--- config.mk ---
export PLATFORM = sky130hd
export DESIGN_NAME = uart_sram_tx_interface
export DESIGN_NICKNAME = d
export VERILOG_FILES = /design/src/rtl/uart_tx_pkg.sv /design/src/rtl/uart_tx_byte.sv /design/src/rtl/uart_sram_tx_interface.sv
export SDC_FILE = /design/constraint.sdc
export NUM_CORES = 1
export LEC_CHECK = 0
export ABC_AREA = 1
export BUFFER_PORTS_ARGS = -buffer_cell sky130_fd_sc_hd__buf_2
export CORE_MARGIN = 10
export CORE_UTILIZATION = 49
export CTS_BUF_LIST = sky130_fd_sc_hd__clkbuf_4
export DETAILED_ROUTE_END_ITERATION = 7
export PLACE_DENSITY = 0.7
export SLEW_MARGIN = 25
export SYNTH_ARGS = -nofsm -noshare
export SYNTH_HDL_FRONTEND = slang
export SYNTH_HIERARCHICAL = 1
export SYNTH_SLANG_ARGS = --single-unit
--- constraint.sdc ---
create_clock -name Clock -period 5.3 [get_ports Clock]
set_clock_uncertainty 0.05 [all_clocks]
set_input_delay 1.325 -clock Clock [delete_from_list [all_inputs] [get_ports Clock]]
set_output_delay 1.325 -clock Clock [all_outputs]
set_load 0.1 [all_outputs]
--- src/rtl/uart_tx_pkg.sv ---
// uart_tx_pkg: shared types for the SRAM-to-UART transmit path.
// Transmit FSM states, top-level state header and default bit period.
package uart_tx_pkg;

  localparam int TX_CLOCK_FREQ = 50_000_000;
  localparam int TX_BAUD_RATE  = 115_200;
  localparam int TX_BAUD_DIV_DEFAULT =
    TX_CLOCK_FREQ / TX_BAUD_RATE;

  typedef enum logic [2:0] {
    S_TX_IDLE,
    S_TX_FETCH,
    S_TX_WAIT,
    S_TX_SEND_HI,
    S_TX_SEND_LO,
    S_TX_DONE
  } tx_state_type;

  // Top-level milestone states; the dump-to-host
  // phase runs while the top FSM sits in S_UART_TX.
  typedef enum logic [2:0] {
    S_TOP_IDLE,
    S_UART_RX,
    S_M1,
    S_M2,
    S_M3,
    S_UART_TX
  } top_state_type;

endpackage

--- src/rtl/uart_tx_byte.sv ---
// uart_tx_byte: 8N1 serializer, one bit per BAUD_DIV clocks.
// Ports: Clock, Reset, Data/Valid in; Ready, TX, Idle out.
module uart_tx_byte
  import uart_tx_pkg::*;
#(
  parameter int BAUD_DIV = TX_BAUD_DIV_DEFAULT
) (
  input  logic       Clock,
  input  logic       Reset,
  input  logic [7:0] Data,
  input  logic       Valid,
  output logic       Ready,
  output logic       TX,
  output logic       Idle
);

  localparam int CW = $clog2(BAUD_DIV + 1);
  localparam logic [CW-1:0] LAST_CNT = CW'(BAUD_DIV - 1);

  logic          r_busy;
  logic          r_tx;
  logic [8:0]    r_shift;
  logic [3:0]    r_bit;
  logic [CW-1:0] r_cnt;
  logic          w_last_clk;

  // Final clock of the stop bit: a new byte may load
  // here so its start bit follows with no gap.
  assign w_last_clk = r_busy && (r_bit == 4'd9)
                      && (r_cnt == LAST_CNT);
  assign Ready = !r_busy || w_last_clk;
  assign Idle  = !r_busy;
  assign TX    = r_tx;

  always_ff @(posedge Clock) begin
    if (Reset) begin
      r_busy  <= 1'b0;
      r_tx    <= 1'b1;
      r_shift <= '0;
      r_bit   <= '0;
      r_cnt   <= '0;
    end else if (Valid && Ready) begin
      r_busy  <= 1'b1;
      r_tx    <= 1'b0;
      r_shift <= {1'b1, Data};
      r_bit   <= '0;
      r_cnt   <= '0;
    end else if (r_busy) begin
      if (r_cnt == LAST_CNT) begin
        r_cnt <= '0;
        if (r_bit == 4'd9) begin
          r_busy <= 1'b0;
          r_tx   <= 1'b1;
          r_bit  <= '0;
        end else begin
          r_bit   <= r_bit + 4'd1;
          r_tx    <= r_shift[0];
          r_shift <= {1'b1, r_shift[8:1]};
        end
      end else begin
        r_cnt <= r_cnt + CW'(1);
      end
    end
  end

endmodule

--- src/rtl/uart_sram_tx_interface.sv ---
// uart_sram_tx_interface: streams SRAM words out as 8N1 bytes.
// Start/Start_address/Word_count in; SRAM port, UART_TX_O, Busy, Done out.
module uart_sram_tx_interface
  import uart_tx_pkg::*;
#(
  parameter int CLOCK_FREQ   = 50_000_000,
  parameter int BAUD_RATE    = 115_200,
  parameter int BAUD_DIV     = CLOCK_FREQ / BAUD_RATE,
  parameter int READ_LATENCY = 2
) (
  input  logic        Clock,
  input  logic        Reset,
  input  logic        Start,
  input  logic [17:0] Start_address,
  input  logic [17:0] Word_count,
  output logic [17:0] SRAM_address,
  output logic        SRAM_we_n,
  input  logic [15:0] SRAM_read_data,
  output logic        UART_TX_O,
  output logic        Busy,
  output logic        Done
);

  tx_state_type r_state;
  tx_state_type w_state_next;

  logic [17:0] r_addr;
  logic [17:0] r_remaining;
  logic [15:0] r_word_buf;
  logic [15:0] r_next_buf;
  logic        r_next_vld;
  logic        r_done;
  logic [READ_LATENCY:0] r_pipe;

  logic       w_valid;
  logic [7:0] w_data;
  logic       w_ready;
  logic       w_idle;
  logic       w_tx;
  logic       w_issue;
  logic       w_start_acc;
  logic       w_lo_acc;
  logic       w_last;

  assign w_last = (r_remaining == 18'd1);
  assign w_start_acc = (r_state == S_TX_IDLE) && Start
                       && (Word_count != 18'd0);

  assign SRAM_address = r_addr;
  assign SRAM_we_n    = 1'b1;
  assign UART_TX_O    = w_tx;
  assign Busy         = (r_state != S_TX_IDLE);
  assign Done         = r_done;

  uart_tx_byte #(
    .BAUD_DIV (BAUD_DIV)
  ) u_tx_byte (
    .Clock (Clock),
    .Reset (Reset),
    .Data  (w_data),
    .Valid (w_valid),
    .Ready (w_ready),
    .TX    (w_tx),
    .Idle  (w_idle)
  );

  always_ff @(posedge Clock) begin
    if (Reset) r_state <= S_TX_IDLE;
    else       r_state <= w_state_next;
  end

  always_comb begin
    w_state_next = r_state;
    w_valid      = 1'b0;
    w_data       = 8'h00;
    w_issue      = 1'b0;
    w_lo_acc     = 1'b0;
    unique case (r_state)
      S_TX_IDLE: begin
        if (Start) begin
          if (Word_count == 18'd0) begin
            w_state_next = S_TX_DONE;
          end else begin
            w_issue      = 1'b1;
            w_state_next = S_TX_FETCH;
          end
        end
      end
      S_TX_FETCH, S_TX_WAIT: begin
        if (r_pipe[READ_LATENCY])
          w_state_next = S_TX_SEND_HI;
        else
          w_state_next = S_TX_WAIT;
      end
      S_TX_SEND_HI: begin
        w_valid = 1'b1;
        w_data  = r_word_buf[15:8];
        if (w_ready) begin
          // Prefetch the next word while the low byte shifts.
          w_issue      = !w_last;
          w_state_next = S_TX_SEND_LO;
        end
      end
      S_TX_SEND_LO: begin
        // Hold the low byte until the prefetch has landed,
        // so word_buf never swaps in stale data.
        w_valid = w_last || r_next_vld;
        w_data  = r_word_buf[7:0];
        if (w_valid && w_ready) begin
          w_lo_acc = 1'b1;
          if (w_last) w_state_next = S_TX_DONE;
          else        w_state_next = S_TX_SEND_HI;
        end
      end
      S_TX_DONE: begin
        if (w_idle) w_state_next = S_TX_IDLE;
      end
      default: w_state_next = S_TX_IDLE;
    endcase
  end

  always_ff @(posedge Clock) begin
    if (Reset) begin
      r_addr      <= '0;
      r_remaining <= '0;
      r_word_buf  <= '0;
      r_next_buf  <= '0;
      r_next_vld  <= 1'b0;
      r_pipe      <= '0;
      r_done      <= 1'b0;
    end else begin
      r_pipe <= {r_pipe[READ_LATENCY-1:0], w_issue};
      r_done <= (r_state == S_TX_DONE) && w_idle;
      if (w_start_acc) begin
        r_addr      <= Start_address;
        r_remaining <= Word_count;
      end else if (w_issue) begin
        r_addr <= r_addr + 18'd1;
      end
      if (r_pipe[READ_LATENCY]) begin
        if (r_state == S_TX_FETCH ||
            r_state == S_TX_WAIT) begin
          r_word_buf <= SRAM_read_data;
        end else begin
          r_next_buf <= SRAM_read_data;
          r_next_vld <= 1'b1;
        end
      end
      if (w_lo_acc) begin
        r_remaining <= r_remaining - 18'd1;
        r_word_buf  <= r_next_buf;
        r_next_vld  <= 1'b0;
      end
    end
  end

endmodule
==> key figures, run 1 <==
CTS
  – H-Tree Depth: 3
  – Clock tree buffer depth: 2
  – Setup Fix Bufs, Post-CTS: 0
  – CTS tree: done
  – Hold_buf cts: 0
  – Clk slew on worst S/H paths: about 0.15 ns
  – CTS resizes: 0
  – Num CTS Buffers: 9
  – Clk Latency, worst-skew pair: approximately 0.45 ns
  – Root Buffer: clkbuf_4
  – Sink Count: 100

Yosys
  – Mean area per synthesized cell: 6.56 um2
  – Seq cells post-synth: 100
  – Mapped cell area: 5570 um2
  – Syn Inst Count: between 800 and 900
  – Post-synth cell types: between 40 and 50
  – Seq/Total Area, Yosys: between 30% and 40%
  – Synth area leader: dfxtp_1
  – Top FF cell, synth: dfxtp_1
  – EDFF count, synth: 0
  – Yosys top cell area share: 36.0%
  – Async SR Flop Fraction: 0%
  – Top cells by area, synth: dfxtp_1 36%, nor2_1 11%, nand2_1 10%
  – Number of synthesis warnings: 6
  – Net count after synthesis: 909

Place
  – Port buffer count: 75
  – RD Place Congestion: 0.896
  – Place WS: a little over 2 ns
  – Detailed Place HPWL: between 10,000 and 15,000 um

Routing
  – DRC Markers: 0
  – Via count: 5,391
  – Pre-Repair DR Iteration Count: 5
  – WL final: 14,000 um
  – DR iter-0 viols: approximately 350
  – Routed WL per cell: 13.4 um
  – Via/cell ratio: between 5 and 6
  – Post-route ant nets: 0

Setup path
  – Worst R2R Start: u_tx_byte/r_cnt[1]
  – WP buf/inv: 4
  – Worst path most repeated cell: nand2_1
  – Top Family by Delay on Critical Path: simple AND/OR/NAND/NOR gates
  – Startpoint Class: flip-flop
  – Worst Path Max Fanout: 60
  – R2R cell count: 14
  – Slowest stage cell, crit path: nand3_4
  – Crit path arrival time: around 3.4 ns
  – R2r endpoint: r_remaining[11]
  – Worst-path cell chain: inv_1 -> ha_1 -> nand2_1 -> nor2_2 -> nand2_1 -> nand2_1 -> nand2_1 -> inv_1 -> nand3_4 -> clkinv_2 -> nand2_1 -> nand3_1 -> nand2_1 -> inv_1
  – Peak per-stage delay on the critical path: 0.58 ns
  – Reg2Reg Setup Slack: roughly 2.3 ns
  – CP endpoint kind: flip-flop
  – Worst Setup Path Type: flip-flop to flip-flop
  – Worst EP required: 5.66 ns

Power and ir drop
  – Cell Pwr Density: between 400 and 500 nW/um2
  – Psw: approximately 1200 uW
  – Part of the power in combinational logic: ~46%
  – Int Pwr: roughly 1300 uW
  – Clk pwr share: between 10% and 20%
  – Power share of the sequential group: approximately two fifths
  – Maximum vdd ir drop: about 0.00036 V
  – Leakage: between 0.002 and 0.003 uW
  – Power Total: 2540 uW
  – Switching Fraction: just under 50%

Global route
  – Total track usage: approximately 17%
  – Largest net degree at the start of global routing: 61
  – Overflow after GRT: 0
  – Vias in the first global route: around 5,000
  – First-pass GRT wire length: between 20,000 and 25,000 um
  – Initial antenna violation count: 0

Floorplan
  – Starting density of the core: between 50 and 60%
  – Core Region: ~11,000 um2
  – Chip height: around 130 um
  – FP Rows: 38
  – Die width: 127 um
  – Die area: about 16,000 um2
  – Ports: 77

STA
  – Slew headroom: 50.2%
  – Tcrit/Tclk final: between 50% and 60%
  – Total count of hold-check failures in the final report: 0
  – Fmax: about 330 MHz
  – Unrepaired setup endpoints after global routing: no
  – Final min period: roughly 3 ns
  – Max-slew violation count: 0
  – Worst Max-Slew Pin Slew: between 0.7 and 0.8 ns
  – PnR worst setup slack: roughly 2.3 ns
  – # setup viols final: 0
  – Setup TNS: 0 ns

Final layout
  – Post-layout net count: ~970
  – Fillers: about 1,100
  – # diodes: 0
  – Share of cells above drive strength 1: 14.5%
  – Synthesis-to-layout area growth: 9.31%

Worst hold path
  – Hold Path Sink: r_pipe[2]
  – Hold path cells: 2
  – Hold Startpoint: r_pipe[1]
  – Worst hold path type: flip-flop to flip-flop

Flow run
  – Max_cap viols: 0

Outcome
  – Status: completed
## cells in the mapped netlist (all sizes together) (3+ instances only)
library cell	count
clkbuf	13
inv	94
o22ai	9
nor2	170
ha	5
a21oi	44
o21ai	82
xnor2	12
nor3	7
nand2	163
nand3	75
xor2	14
dfxtp	100
buf	21
o21bai	3
nand4	24
## metal layers
metal	share of wire, %	GRT usage, %	up-vias
li1	-	-	2848
met1	48	22.8	2408
met2	45	27.2	125
met3	5.5	4.00	10
met4	1.1	4.96	0
met5	0	0	-
## registers in the layout (all words and copies together) (netlist names), 3 cells and up
name,count
r_remaining,18
r_pipe,3
u_tx_byte/r_cnt,9
r_state,3
SRAM_address,18
r_next_buf,16
r_word_buf,16
u_tx_byte/r_bit,4
u_tx_byte/r_shift,9
## power groups by stage
stage          sequential, uW  combinational (uW)  clock (uW)
2_1_floorplan            1240                 708           0
3_3_place_gp              994                1160           0
3_5_place_dp              991                1170           0
4_1_cts                   976                1170         411
5_1_grt                   999                1290         437
6_report                  978                1170         395
## final cells by class
class	instances	area, um2	share of cell area, %
Multi-Input combinational cell	619	3010	49.5
Sequential cell	100	2000	32.9
Timing Repair Buffer	79	405	6.66
Inverter	96	362	5.94
Tap cell	140	175	2.88
Clock buffer	10	75.1	1.23
Clock inverter	4	51.3	0.843
## kinds of logic (layout without fill, tap and decap cells)
kind of cell,count (synthesis),after routing,synth area share [%]
adder cells (fa/ha/maj),5,5,1.12
other,1,1,0.0674
AO/OA/AOI/OAI,142,142,13.6
buffers and inverters,130,189,9.89
XOR/XNOR,26,26,4.09
flip-flops,100,100,36.0
AND/OR/NAND/NOR,445,445,35.3
## placed cells by master, fill, tap and decap left out, types with 2 or more instances in the layout
cell,n
a21oi_1,43
buf_2,75
buf_4,4
clkbuf_4,10
clkinv_2,2
dfxtp_1,100
ha_1,5
inv_1,86
inv_2,8
nand2_1,152
nand2_2,9
nand2_4,2
nand3_1,72
nand3_4,2
nand4_1,24
nor2_1,159
nor2_2,9
nor2_4,2
nor3_1,5
nor3_2,2
o21ai_0,68
o21ai_1,14
o21bai_1,3
o22ai_1,9
xnor2_1,12
xor2_1,14
## worst reg2reg max path: cells and delay by family (launching register included)
family                   cells  cell delay [ns]
adder cells (fa/ha/maj)      1             0.14
buffers and inverters        4             0.86
flip-flops                   1             0.36
AND/OR/NAND/NOR              9             1.54
## per-stage QoR
stage | util, % | cells | area (um2) | hold WS, ns
floorplan | - | 849 | 5570 | 0.338
global placement | 54.2 | 1034 | 5960 | 0.340
detailed placement | 54.2 | 1034 | 5960 | 0.342
CTS | 55.4 | 1048 | 6080 | 0.364
global route | 55.4 | 1048 | 6080 | 0.395
finish | 55.4 | 1048 | 6080 | 0.361
## worst max path at each step
stage,from,slack [ns],end,depth (start not counted)
after floorplan,Word_count[10],2.81,SRAM_address[0],10
after global placement,Start,2.12,SRAM_address[11],8
after detailed placement,Start,2.06,SRAM_address[11],8
after CTS,r_state[0],2.32,Busy,3
after global routing,u_tx_byte/r_cnt[1],2.00,r_remaining[11],14
final,u_tx_byte/r_cnt[1],2.31,r_remaining[11],14
Power figures use the tool's default switching activity.
==> inputs of run 2 (changes only) <==
Settings changed: ABC_AREA 1 to 0.
Clock period 5.3 ns to 3 ns, I/O delays scaled along.
==> key figures, run 2 <==
Outcome
  – Status: completed

Floorplan
  – Ports: 77
  – FP Rows: 36
  – Die width: 122 um
  – Chip height: between 100 and 150 um
  – Die area: approximately 15,000 um2
  – Core Region: 9910 um2
  – Starting density of the core: 50.9%

Yosys
  – Post-synth cell types: 69
  – Synth Area in XOR/XNOR: under 10%
  – Net count after synthesis: ~690
  – Top FF cell, synth: dfxtp_1
  – Largest family of logic cells by synthesized area: simple AND/OR/NAND/NOR gates
  – Mux share of post-synthesis cell area: less than 1%
  – Mean area per synthesized cell: about 8 um2
  – Top-count cell post-synth: dfxtp_1
  – Compound-Gate Fraction of Synth Area: approximately 23%
  – Synth area leader: dfxtp_1
  – Seq/Total Area, Yosys: 39.7%
  – Mapped cell area: between 5000 and 6000 um2
  – Yosys top cell area share: about 40%
  – Syn Inst Count: 633
  – Synth top cells by count: 100 x dfxtp_1, 80 x nand2_1, 78 x nor2_1, 53 x a21oi_1, 34 x clkbuf_1
  – Top cells by area, synth: dfxtp_1 40%, nand2_1 5.9%, nor2_1 5.8%
  – Synth Area in Adders: approximately 1.2%
  – Synth Area in Simple Gates: about 27%
  – Number of synthesis warnings: 6
  – Seq cells post-synth: 100
  – EDFF count, synth: 0
  – Async SR Flop Fraction: 0%

STA
  – Total count of hold-check failures in the final report: 0
  – Unrepaired setup endpoints after global routing: no
  – Setup TNS: 0 ns
  – Fmax: 374 MHz
  – Slew headroom: between 50% and 60%
  – Worst Max-Slew Pin Slew: roughly 0.7 ns
  – Max-slew violation count: 0
  – Tcrit/Tclk final: between 80% and 90%
  – Final min period: around 2.7 ns
  – # setup viols final: 0

Setup path
  – CP endpoint kind: flip-flop
  – Startpoint Class: flip-flop
  – Worst EP required: 3.33 ns
  – Reg2Reg Setup Slack: between 0.3 and 0.4 ns
  – Worst Path Max Fanout: 9
  – Crit path arrival time: 3.00 ns
  – Worst Setup Path Type: flip-flop to flip-flop

CTS
  – CTS tree: done
  – Clk slew on worst S/H paths: about 0.16 ns
  – H-Tree Depth: 3
  – Num CTS Buffers: 9
  – Setup Fix Bufs, Post-CTS: 0
  – Root Buffer: clkbuf_4
  – Clk Latency, worst-skew pair: 0.46 ns
  – Clock tree buffer depth: 2
  – Sink Count: 100

Final layout
  – # diodes: 0
  – Most common cell after layout, fill and taps aside: dfxtp_1
  – Storage cell area: 2000 um2
  – Fillers: approximately 950
  – Layout Utilization: between 50 and 60%
  – Share of cells above drive strength 1: 18.5%
  – Most frequent cells in the layout: 100 x dfxtp_1, 79 x nand2_1, 78 x nor2_1, 75 x buf_2, 53 x a21oi_1
  – Post-layout net count: 755
  – Synthesis-to-layout area growth: 12.4%
  – Multi-input gate area: about 2800 um2

Place
  – Port buffer count: between 70 and 80
  – Detailed Place HPWL: 9390 um
  – RD Place Congestion: between 0.8 and 0.9

Flow run
  – Max_cap viols: 0

Routing
  – DRC Markers: 0
  – WL final: 13,100 um
  – DR iter-0 viols: approximately 420
  – Via count: slightly below 5,000
  – Pre-Repair DR Iteration Count: 5
  – Post-route ant nets: 0
  – Via/cell ratio: between 5 and 6
  – Routed WL per cell: 15.8 um

Global route
  – Initial antenna violation count: 0
  – Total track usage: 17.6%
  – Overflow after GRT: 0
  – Largest net degree at the start of global routing: 43
  – Vias in the first global route: around 4,600
  – First-pass GRT wire length: between 20,000 and 25,000 um

Power and ir drop
  – Maximum vdd ir drop: roughly 0.00042 V
  – Power Total: ~3200 uW
  – Cell Pwr Density: approximately 570 nW/um2
  – Leakage: 0.00212 uW

Worst hold path
  – Worst hold path type: flip-flop to flip-flop
-- run 2: cell types whose count changed after synthesis, moves of 12 or more --
cell,previous run,this run
nor2_1,159,78
o21ai_0,68,16
a311oi_1,0,16
o21ai_1,14,2
clkbuf_1,13,34
nand3_1,72,33
inv_1,86,20
nand2_1,152,80
or3_1,0,12
buf_2,13,1
-- run 2: what timing repair did --
item / in CTS / in global routing
hold buffers: 0 / 0
setup endpoints to repair: 0 / 9
gates resized for setup: 0 / 3
-- run 2: final timing paths --
path	start	end	cells past startpoint
max	r_remaining[9]	u_tx_byte/r_shift[6]	7
min	r_pipe[0]	r_pipe[1]	1
max reg2reg	r_remaining[9]	u_tx_byte/r_shift[6]	7
min reg2reg	r_pipe[0]	r_pipe[1]	1
-- run 2: layout make-up --
class                      count  area share (%)
clock buffer                   9            1.19
clock inverter                 5            1.08
inverter                      21            1.39
multi-input combinational    472            49.4
sequential                   100            35.3
tap                          133            2.93
timing repair buffer          91            8.73
-- run 2: report_power, final --
group | switching, uW | total, uW | leakage [uW] | internal (uW)
logic | 705 | 988 | 0.00123 | 283
registers | 112 | 1540 | 0.000813 | 1430
clock network | 459 | 711 | 0.0000726 | 252
-- run 2: worst max-delay path, cell delays in order, from the launching register on --
cell and delay, ns:
dfxtp_1 0.38, nor3_1 0.43, nand3_1 0.26, o31ai_4 0.33, a21o_1 0.24, a21oi_1 0.06, or2_1 0.43, a2111oi_2 0.43
-- run 2: logic make-up after synthesis --
kind of cell	Yosys count
other	1
muxes	4
buffers and inverters	61
AOI/OAI and AO/OA	161
adders and majority gates	5
xor gates and xnor gates	16
and+or+nand+nor	285
DFF	100
-- run 2: routing by layer --
metal	track usage [%]	up-vias	part of all wire [%]
met5	0	-	0
met4	4.47	0	0.92
met3	4.23	12	6.2
met2	27.9	155	47
met1	23.5	2310	46
li1	-	2413	-
-- run 2: through the flow --
| step | area [um2] | std cells | hold WS [ns] | setup WS, ns |
|---|---|---|---|---|
| after floorplan | 5050 | 633 | 0.364 | 0.439 |
| after global placement | 5540 | 817 | 0.374 | 0.363 |
| after CTS | 5670 | 831 | 0.419 | 0.222 |
| after global routing | 5670 | 831 | 0.426 | 0.0754 |
| final | 5670 | 831 | 0.414 | 0.329 |
| after detailed placement | 5540 | 817 | 0.393 | 0.257 |
